[config.mk]
export PLATFORM = sky130hd
export DESIGN_NAME = fft_reorder_8
export DESIGN_NICKNAME = d
export VERILOG_FILES = /design/src/rtl/fft_pkg.sv /design/src/rtl/fft_reorder_ram.sv /design/src/rtl/fft_reorder_8.sv
export SDC_FILE = /design/constraint.sdc
export NUM_CORES = 1
export LEC_CHECK = 0
export ABC_AREA = 1
export CORE_MARGIN = 3
export CORE_UTILIZATION = 50
export CTS_BUF_LIST = sky130_fd_sc_hd__clkbuf_4
export DETAILED_ROUTE_END_ITERATION = 10
export HOLD_SLACK_MARGIN = 0.03
export PLACE_DENSITY = 0.69
export SLEW_MARGIN = 0
export SYNTH_ARGS = -nofsm -noshare
export SYNTH_HDL_FRONTEND = slang
export SYNTH_SLANG_ARGS = --single-unit
[constraint.sdc]
create_clock -name clk -period 3.9 [get_ports clk]
set_input_delay 0.585 -clock clk [delete_from_list [all_inputs] [get_ports clk]]
set_output_delay 0.585 -clock clk [all_outputs]
set_load 0.02 [all_outputs]
[src/rtl/fft_pkg.sv]
// Shared definitions for the FFT datapath: component packing, bit reversal and
// the reorder buffer's read FSM states.
package fft_pkg;

    localparam int unsigned DBW_DEF  = 8;
    localparam int unsigned CBW_DEF  = 3;
    localparam int unsigned BR_MAXW  = 16;

    // Complex sample packing used on every FFT bus: imaginary high, real low.
    typedef struct packed {
        logic [DBW_DEF-1:0] im;
        logic [DBW_DEF-1:0] re;
    } cplx_t;

    typedef enum logic {
        IDLE = 1'b0,
        READ = 1'b1
    } rd_state_t;

    // Reverse the low w bits of value; bits at and above w come back as zero.
    function automatic logic [BR_MAXW-1:0] bitrev(input logic [BR_MAXW-1:0] value,
                                                  input int unsigned w);
        logic [BR_MAXW-1:0] r;
        r = '0;
        for (int unsigned i = 0; i < BR_MAXW; i++) begin
            if (i < w) r[i] = value[4'(w - 1 - i)];
        end
        return r;
    endfunction

endpackage

[src/rtl/fft_reorder_ram.sv]
// Simple dual-port frame RAM: one write port, one registered read port.
module fft_reorder_ram #(
    parameter int unsigned AW = 4,
    parameter int unsigned DW = 16
) (
    input  logic          clk,
    input  logic          we,
    input  logic [AW-1:0] waddr,
    input  logic [DW-1:0] wdata,
    input  logic          re,
    input  logic [AW-1:0] raddr,
    output logic [DW-1:0] rdata
);

    localparam int unsigned DEPTH = 1 << AW;

    logic [DW-1:0] mem [DEPTH];

    always_ff @(posedge clk) begin
        if (we) mem[waddr] <= wdata;
        if (re) rdata <= mem[raddr];
    end

endmodule

[src/rtl/fft_reorder_8.sv]
// Bit-reversed to natural-order reorder buffer with ping-pong banks.
// Optional 1/N output normalisation under `FFT_REORDER_SCALE_EN.
module fft_reorder_8
    import fft_pkg::*;
#(
    parameter int unsigned DBW = DBW_DEF,
    parameter int unsigned CBW = CBW_DEF
) (
    input  logic             clk,
    input  logic             rst,
    input  logic [2*DBW-1:0] din,
    input  logic             din_valid,
    input  logic             din_sof,
    output logic [2*DBW-1:0] dout,
    output logic             dout_valid,
    output logic             dout_sof
);

    localparam int unsigned N  = 1 << CBW;
    localparam int unsigned AW = CBW + 1;
    localparam int unsigned DW = 2 * DBW;

    logic [CBW-1:0] wcnt;
    logic           wbank;
    logic [1:0]     full;
    logic [1:0]     full_nxt_c;
    logic [CBW-1:0] rcnt;
    logic           rbank;
    rd_state_t      state;

    logic [CBW-1:0] wpos_c;
    logic           wr_done_c;
    logic [AW-1:0]  waddr_c;
    logic           rd_go_c;
    logic           rd_done_c;
    logic [AW-1:0]  raddr_c;
    logic [DW-1:0]  rdata;
    logic           rd_vld;
    logic           rd_sof;
    logic [DW-1:0]  out_c;

    // A sof on a valid sample restarts the current bank at position 0.
    always_comb begin
        wpos_c     = din_sof ? '0 : wcnt;
        wr_done_c  = din_valid && (wpos_c == CBW'(N - 1));
        waddr_c    = {wbank, CBW'(bitrev(BR_MAXW'(wpos_c), CBW))};
        rd_go_c    = (state == READ) || full[rbank];
        rd_done_c  = rd_go_c && (rcnt == CBW'(N - 1));
        raddr_c    = {rbank, rcnt};
        full_nxt_c = full;
        if (rd_done_c) full_nxt_c[rbank] = 1'b0;
        if (wr_done_c) full_nxt_c[wbank] = 1'b1;
    end

    always_ff @(posedge clk or posedge rst) begin
        if (rst) begin
            wcnt  <= '0;
            wbank <= 1'b0;
        end else if (din_valid) begin
            if (wr_done_c) begin
                wcnt  <= '0;
                wbank <= ~wbank;
            end else begin
                wcnt <= wpos_c + 1'b1;
            end
        end
    end

    // Read FSM: IDLE already issues address 0 so bin 0 lands two edges after the frame fills.
    always_ff @(posedge clk or posedge rst) begin
        if (rst) begin
            state  <= IDLE;
            rcnt   <= '0;
            rbank  <= 1'b0;
            full   <= '0;
            rd_vld <= 1'b0;
            rd_sof <= 1'b0;
        end else begin
            full   <= full_nxt_c;
            rd_vld <= rd_go_c;
            rd_sof <= rd_go_c && (rcnt == '0);
            case (state)
                IDLE: begin
                    if (full[rbank]) begin
                        state <= READ;
                        rcnt  <= rcnt + 1'b1;
                    end
                end
                READ: begin
                    if (rd_done_c) begin
                        rcnt  <= '0;
                        rbank <= ~rbank;
                        state <= full[!rbank] ? READ : IDLE;
                    end else begin
                        rcnt <= rcnt + 1'b1;
                    end
                end
                default: state <= IDLE;
            endcase
        end
    end

    fft_reorder_ram #(
        .AW(AW),
        .DW(DW)
    ) u_ram (
        .clk  (clk),
        .we   (din_valid),
        .waddr(waddr_c),
        .wdata(din),
        .re   (rd_go_c),
        .raddr(raddr_c),
        .rdata(rdata)
    );

`ifdef FFT_REORDER_SCALE_EN
    // Round-half-up arithmetic shift; one guard bit keeps the +half from wrapping.
    function automatic logic [DBW-1:0] scale(input logic [DBW-1:0] x);
        logic signed [DBW:0] t;
        t = signed'({x[DBW-1], x}) + signed'((DBW + 1)'(1 << (CBW - 1)));
        return DBW'(t >>> CBW);
    endfunction

    always_comb begin
        out_c = {scale(rdata[DW-1:DBW]), scale(rdata[DBW-1:0])};
    end
`else
    always_comb begin
        out_c = rdata;
    end
`endif

    always_ff @(posedge clk or posedge rst) begin
        if (rst) begin
            dout       <= '0;
            dout_valid <= 1'b0;
            dout_sof   <= 1'b0;
        end else begin
            dout       <= rd_vld ? out_c : '0;
            dout_valid <= rd_vld;
            dout_sof   <= rd_sof;
        end
    end

endmodule

# Word-level counts from Yosys, hierarchy flattened
# Memory sizes are Yosys's and may differ from the RTL's. A register that Yosys moved wholly into a read port is not among the register bits.
# Index checks and enable logic that the tools add are counted.
# W data, S select, Z words.
word_totals:
  n_memories: 1
  input_bits: 20
  out_inout_bits: 18
  ramBits: 256
  register_bits: 31
op_classes:
  addsub: 2
  n_reduce_logical: 10
  bitwise: 6
  magnitude_cmp: 5
  muxes: 22
  n_eq_ne: 3
memory_table:
  columns: ["memory", "words", "width", "read_ports", "rd_ports_with_merged_regs", "wr", "line", "source"]
  rows:
  - ["u_ram.mem", 16, 16, 1, 1, 1, "fft_reorder_ram.sv:17", "logic [DW-1:0] mem [DEPTH];"]
ops:
  columns: ["operator", "count"]
  rows:
  - ["$mux W16", 1]
  - ["$mux W3", 4]
  - ["$mux W1", 11]
  - ["$add A3 B1 Y3 const B", 2]
  - ["$eq A3 B3 Y1 const B", 2]
  - ["$lt A1 B2 Y1 const B", 3]
  - ["$pmux W3 S2", 1]
  - ["$logic_and A1 B1 Y1", 5]
  - ["$mux W2", 2]
  - ["$reduce_and A2 Y1", 2]
  - ["$logic_not A3 Y1", 1]
  - ["$not A1 Y1", 3]
  - ["$and A2 B2 Y2", 1]
  - ["$demux W1 S1", 2]
  - ["$ge A1 B1 Y1 const B", 2]
  - ["$ne A2 B2 Y1 const B", 1]
  - ["$not A2 Y2", 1]
  - ["$or A2 B2 Y2", 1]
  - ["$pmux W1 S2", 1]
  - ["$logic_not A1 Y1", 1]
  - ["$logic_or A1 B1 Y1", 1]

# Depth between registers and ports, before layout
depth:
  depth_word: 9
  ltp_mapped: 8
  depth_no_buf: 7

# By module
# A second synthesis with hierarchy kept.
hier_totals:
  hier_cells: 1194
  hier_area_um2: 12752.2
modules_own_cells:
  columns: ["mod", "n_inst", "cells_each", "area_per_inst_um2"]
  rows:
  - ["fft_reorder_ram", 1, 1074, 11541.1]
  - ["fft_reorder_8", 1, 120, 1211.2]

# Least setup slack after synthesis
# OpenSTA, ideal clock, no wires.
synth_path:
  path_kind: "input to register"
  start: "in din_valid"
  end: "mem u_ram.mem[12][0], enable pin"
  stages: 3
  arrival_ns: 1.731
  setup_time_ns: 0.388
  required_ns: 3.512
  slack_ns: 1.781
  path_buffers: 1
  cell_sequence: "clkbuf_1 nand3_1 nor2_1"
synth_between:
  elab_chain_cells: 2
synth_rtl:
  columns: ["element", "line", "source"]
  rows:
  - ["start: declaration", "fft_reorder_8.sv:12", "input logic din_valid,"]
  - ["$mux W1", "fft_reorder_ram.sv:20", "if (we) mem[waddr] <= wdata;"]
  - ["$mux W1 (implied by the code)", "fft_reorder_ram.sv:20", null]
  - ["end: declaration", "fft_reorder_ram.sv:17", null]
# Every way passes these cells.

==> impl_metrics.py <==
metrics = {
    "clock_network": {
        "ctsHtreeMaxLevel": 3,
        "worstSkewPairLatency_ns": 0.67,
        "cts.clk_slew.worst_paths_ns": 0.07,
        "cts_hold_repair.buffers": 0,
        "cts_tree": "done",
        "cts_setup_buffers": 0,
        "cts_root_buf": "clkbuf_4",
        "cts-buffers-inserted": 77,
        "max_root_sink_buffers": 3,
        "cts_resized": 0,
        "cts_sinks": 303,
    },
    "global_route": {
        "grt_start_max_net_pins": 132,
        "grt.total_usage_pct": 21.5,
        "global_route.overflow_total": 0,
        "grt_pass1_vias": 8248,
        "wire_length_of_the_first_global_routing_pass_mm": 44.0,
        "antenna_violations_before_repair": 1,
    },
    "critical_path": {
        "worst_r2r_path_depth": 7,
        "cp-start-kind": "register",
        "cp-end-kind": "register",
        "crit_chain": "inv_4 -> buf_12 -> nand2_1 -> nand3_1 -> nand3_1 -> nand3_1 -> nand2_1",
        "crit_path_max_delay_family": "flip-flops",
        "cp_max_fo": 131,
        "worstSetupPathDepth": 7,
        "slowest_delay_ns": 0.67,
        "critPathArrivalTime_ns": 2.65,
        "worstReg2RegStart": "rcnt[0]$_DFFE_PP0P_",
        "crit_path_frequent_cell": "nand3_1",
        "cp.buffers_inverters": 2,
        "slowest_stage": "dfrtp_4",
        "crit_path_end": "u_ram.rdata[2]$_DFFE_PP_",
        "worstSetupStartpoint": "rcnt[0]$_DFFE_PP0P_",
        "path_class": "reg2reg",
        "worst_ep_required_time_ns": 4.28,
        "r2r_slack_ns": 1.64,
        "r2r_end": "u_ram.rdata[2]$_DFFE_PP_",
    },
    "power_and_ir_drop": {
        "power.static_leakage_nw": 6.25,
        "power.density_mw_per_mm2": 672,
        "vdd_ir_drop_max_mv": 0.497,
        "power_after_layout_mw": 9.59,
    },
    "synth": {
        "synth.distinct_cells": 16,
        "ys_seq_elements": 303,
        "synth_adder_area_share_pct": 0.495,
        "synth_compound_gate_area_share_pct": 0.386,
        "fraction_of_the_mapped_netlist_area_in_simple_logic_gates_pct": 19.6,
        "synth.yosys.seq_area_share_pct": 70.8,
        "synth_xor_xnor_area_share_pct": 0.139,
        "post_synth.cell_area_avg_um2": 10.6,
        "syn-instance-count": 1187,
        "yosys_warnings": 0,
        "synth_top_family_by_area": "simple AND/OR/NAND/NOR gates",
        "synth_mux_area_share_pct": 0,
        "synth.net_count": 1212,
        "synth_area_mm2": 0.0126,
    },
    "detailed_routing": {
        "initialDrtViolationCount": 693,
        "route.final.wire_length_mm": 28.2,
        "drc": 0,
        "vias_per_cell": 5.16,
        "drtPass1Iterations": 5,
        "via_count": 8460,
        "routed_wire_length_per_instance_um": 17.2,
        "drtAntennaViolNets": 0,
    },
    "cells_and_area": {
        "layout.cell_area.non_filler_mm2": 0.0143,
        "finish.net_count": 1290,
        "filler_cell_count": 2102,
        "drive_above_1_share_pct": 11.9,
        "synthToLayoutAreaGrowth_pct": 13.1,
        "most-common-layout-cells": "nand2_1, edfxtp_1, inv_1",
        "layout.cells.most_common": "nand2_1",
    },
    "floorplanning": {
        "die_area_mm2": 0.0272,
        "fp-row-count": 57,
        "io-pin-count": 38,
        "die_h_um": 165,
        "core_region_area_mm2": 0.0246,
        "die_width_um": 165,
        "initial_core_util_pct": 51.3,
    },
    "place": {
        "detailed_place_hpwl_mm": 16.6,
        "place_area_mm2": 0.0133,
        "place.gp.congestion": 0.879,
        "place.port_buffers": 37,
    },
    "timing": {
        "rsz0062_at_grt": "no",
        "relSlewSlack_pct": 28.3,
        "fin_worst_hold_slack_ns": 0.297,
        "report.final.slew_viol_count": 0,
        "finalSetupTns_ns": 0,
        "max_clock_freq_ghz": 0.442,
        "worst_pin_slew_ns": 1.08,
        "worst_clock_skew_ns": 0.0259,
        "setup-violations-final": 0,
        "minimum_clock_period_ns": 2.26,
        "timing.final.hold_violations": 0,
        "layout_worst_path_cycle_share_pct": 58.1,
    },
    "status": {
        "status": "finished clean",
    },
    "job": {
        "cap_violations": 0,
    },
    "hold_path": {
        "hold_path.class": "in2async",
    },
}
[Yosys cell counts]
cell	count	area [um^2]
ha_1	5	62.6
edfxtp_1	272	8170
nand2_1	366	1370
inv_2	2	7.51
nand3_1	203	1020
o21ai_0	6	30.0
buf_1	9	33.8
nor2_1	22	82.6
a21oi_1	2	10.0
dfrtp_1	31	776
buf_4	1	7.51
clkbuf_1	10	37.5
buf_2	35	175
o221ai_1	1	8.76
xor2_1	2	17.5
inv_1	220	826
[through the flow]
stage	cells	setup WS [ns]	utilization (%)
after floorplan	1187	1.78	-
after global placement	1510	1.08	54.2
after detailed placement	1510	1.05	54.2
after CTS	1640	1.65	58.0
after global routing	1641	1.43	58.0
final	1641	1.64	58.0
[worst min-delay path by stage]
stage,start,end,slack (ns)
final,rst,dout[13]$_DFF_PP0_,0.30
after global routing,rst,dout[10]$_DFF_PP0_,0.33
after global placement,rd_sof$_DFF_PP0_,dout_sof$_DFF_PP0_,0.34
after detailed placement,rd_sof$_DFF_PP0_,dout_sof$_DFF_PP0_,0.34
after floorplan,rd_sof$_DFF_PP0_,dout_sof$_DFF_PP0_,0.33
after CTS,rst,dout[13]$_DFF_PP0_,0.26
[flip-flops by register name (all words and copies together), names as in the netlist, 2 cells and up]
register,count
dout,16
full,2
wcnt,3
u_ram.mem,256
u_ram.rdata,16
rcnt,3
[cell type report]
cell class	instances	area [um^2]	share of cell area [%]
Inverter	222	836	5.85
Sequential cell	303	8950	62.7
Multi-Input combinational cell	607	2640	18.5
Clock buffer	113	848	5.94
Clock inverter	17	90.1	0.631
Tap cell	324	405	2.84
Timing Repair Buffer	54	510	3.57
Antenna cell	1	2.50	0.0175
[layer usage]
layer | part of all wire (%) | up-vias | global-route usage (%)
met5 | 0 | - | 0
met4 | 4.2 | 0 | 11.6
met3 | 7.8 | 90 | 3.96
met2 | 48 | 382 | 35.0
met1 | 40 | 3963 | 27.6
li1 | - | 4025 | -
[cell families after synthesis]
| family | Yosys count |
|---|---|
| AND/OR/NAND/NOR | 591 |
| flip-flops | 303 |
| buffers and inverters | 277 |
| AO/OA/AOI/OAI | 9 |
| adder cells (fa/ha/maj) | 5 |
| XOR/XNOR | 2 |
[worst register-to-register path: cells and delay by family, from the launching register on]
family,cells,cell delay [ns]
buffers and inverters,2,0.58
DFF,1,0.67
and+or+nand+nor,5,0.73
[power breakdown]
group,switching [mW],leakage [nW],internal [mW]
Sequential,0.188,2.84,3.90
Clock,1.19,0.570,1.38
Combinational,2.02,2.84,0.914
(Power assumes the default switching activity.)
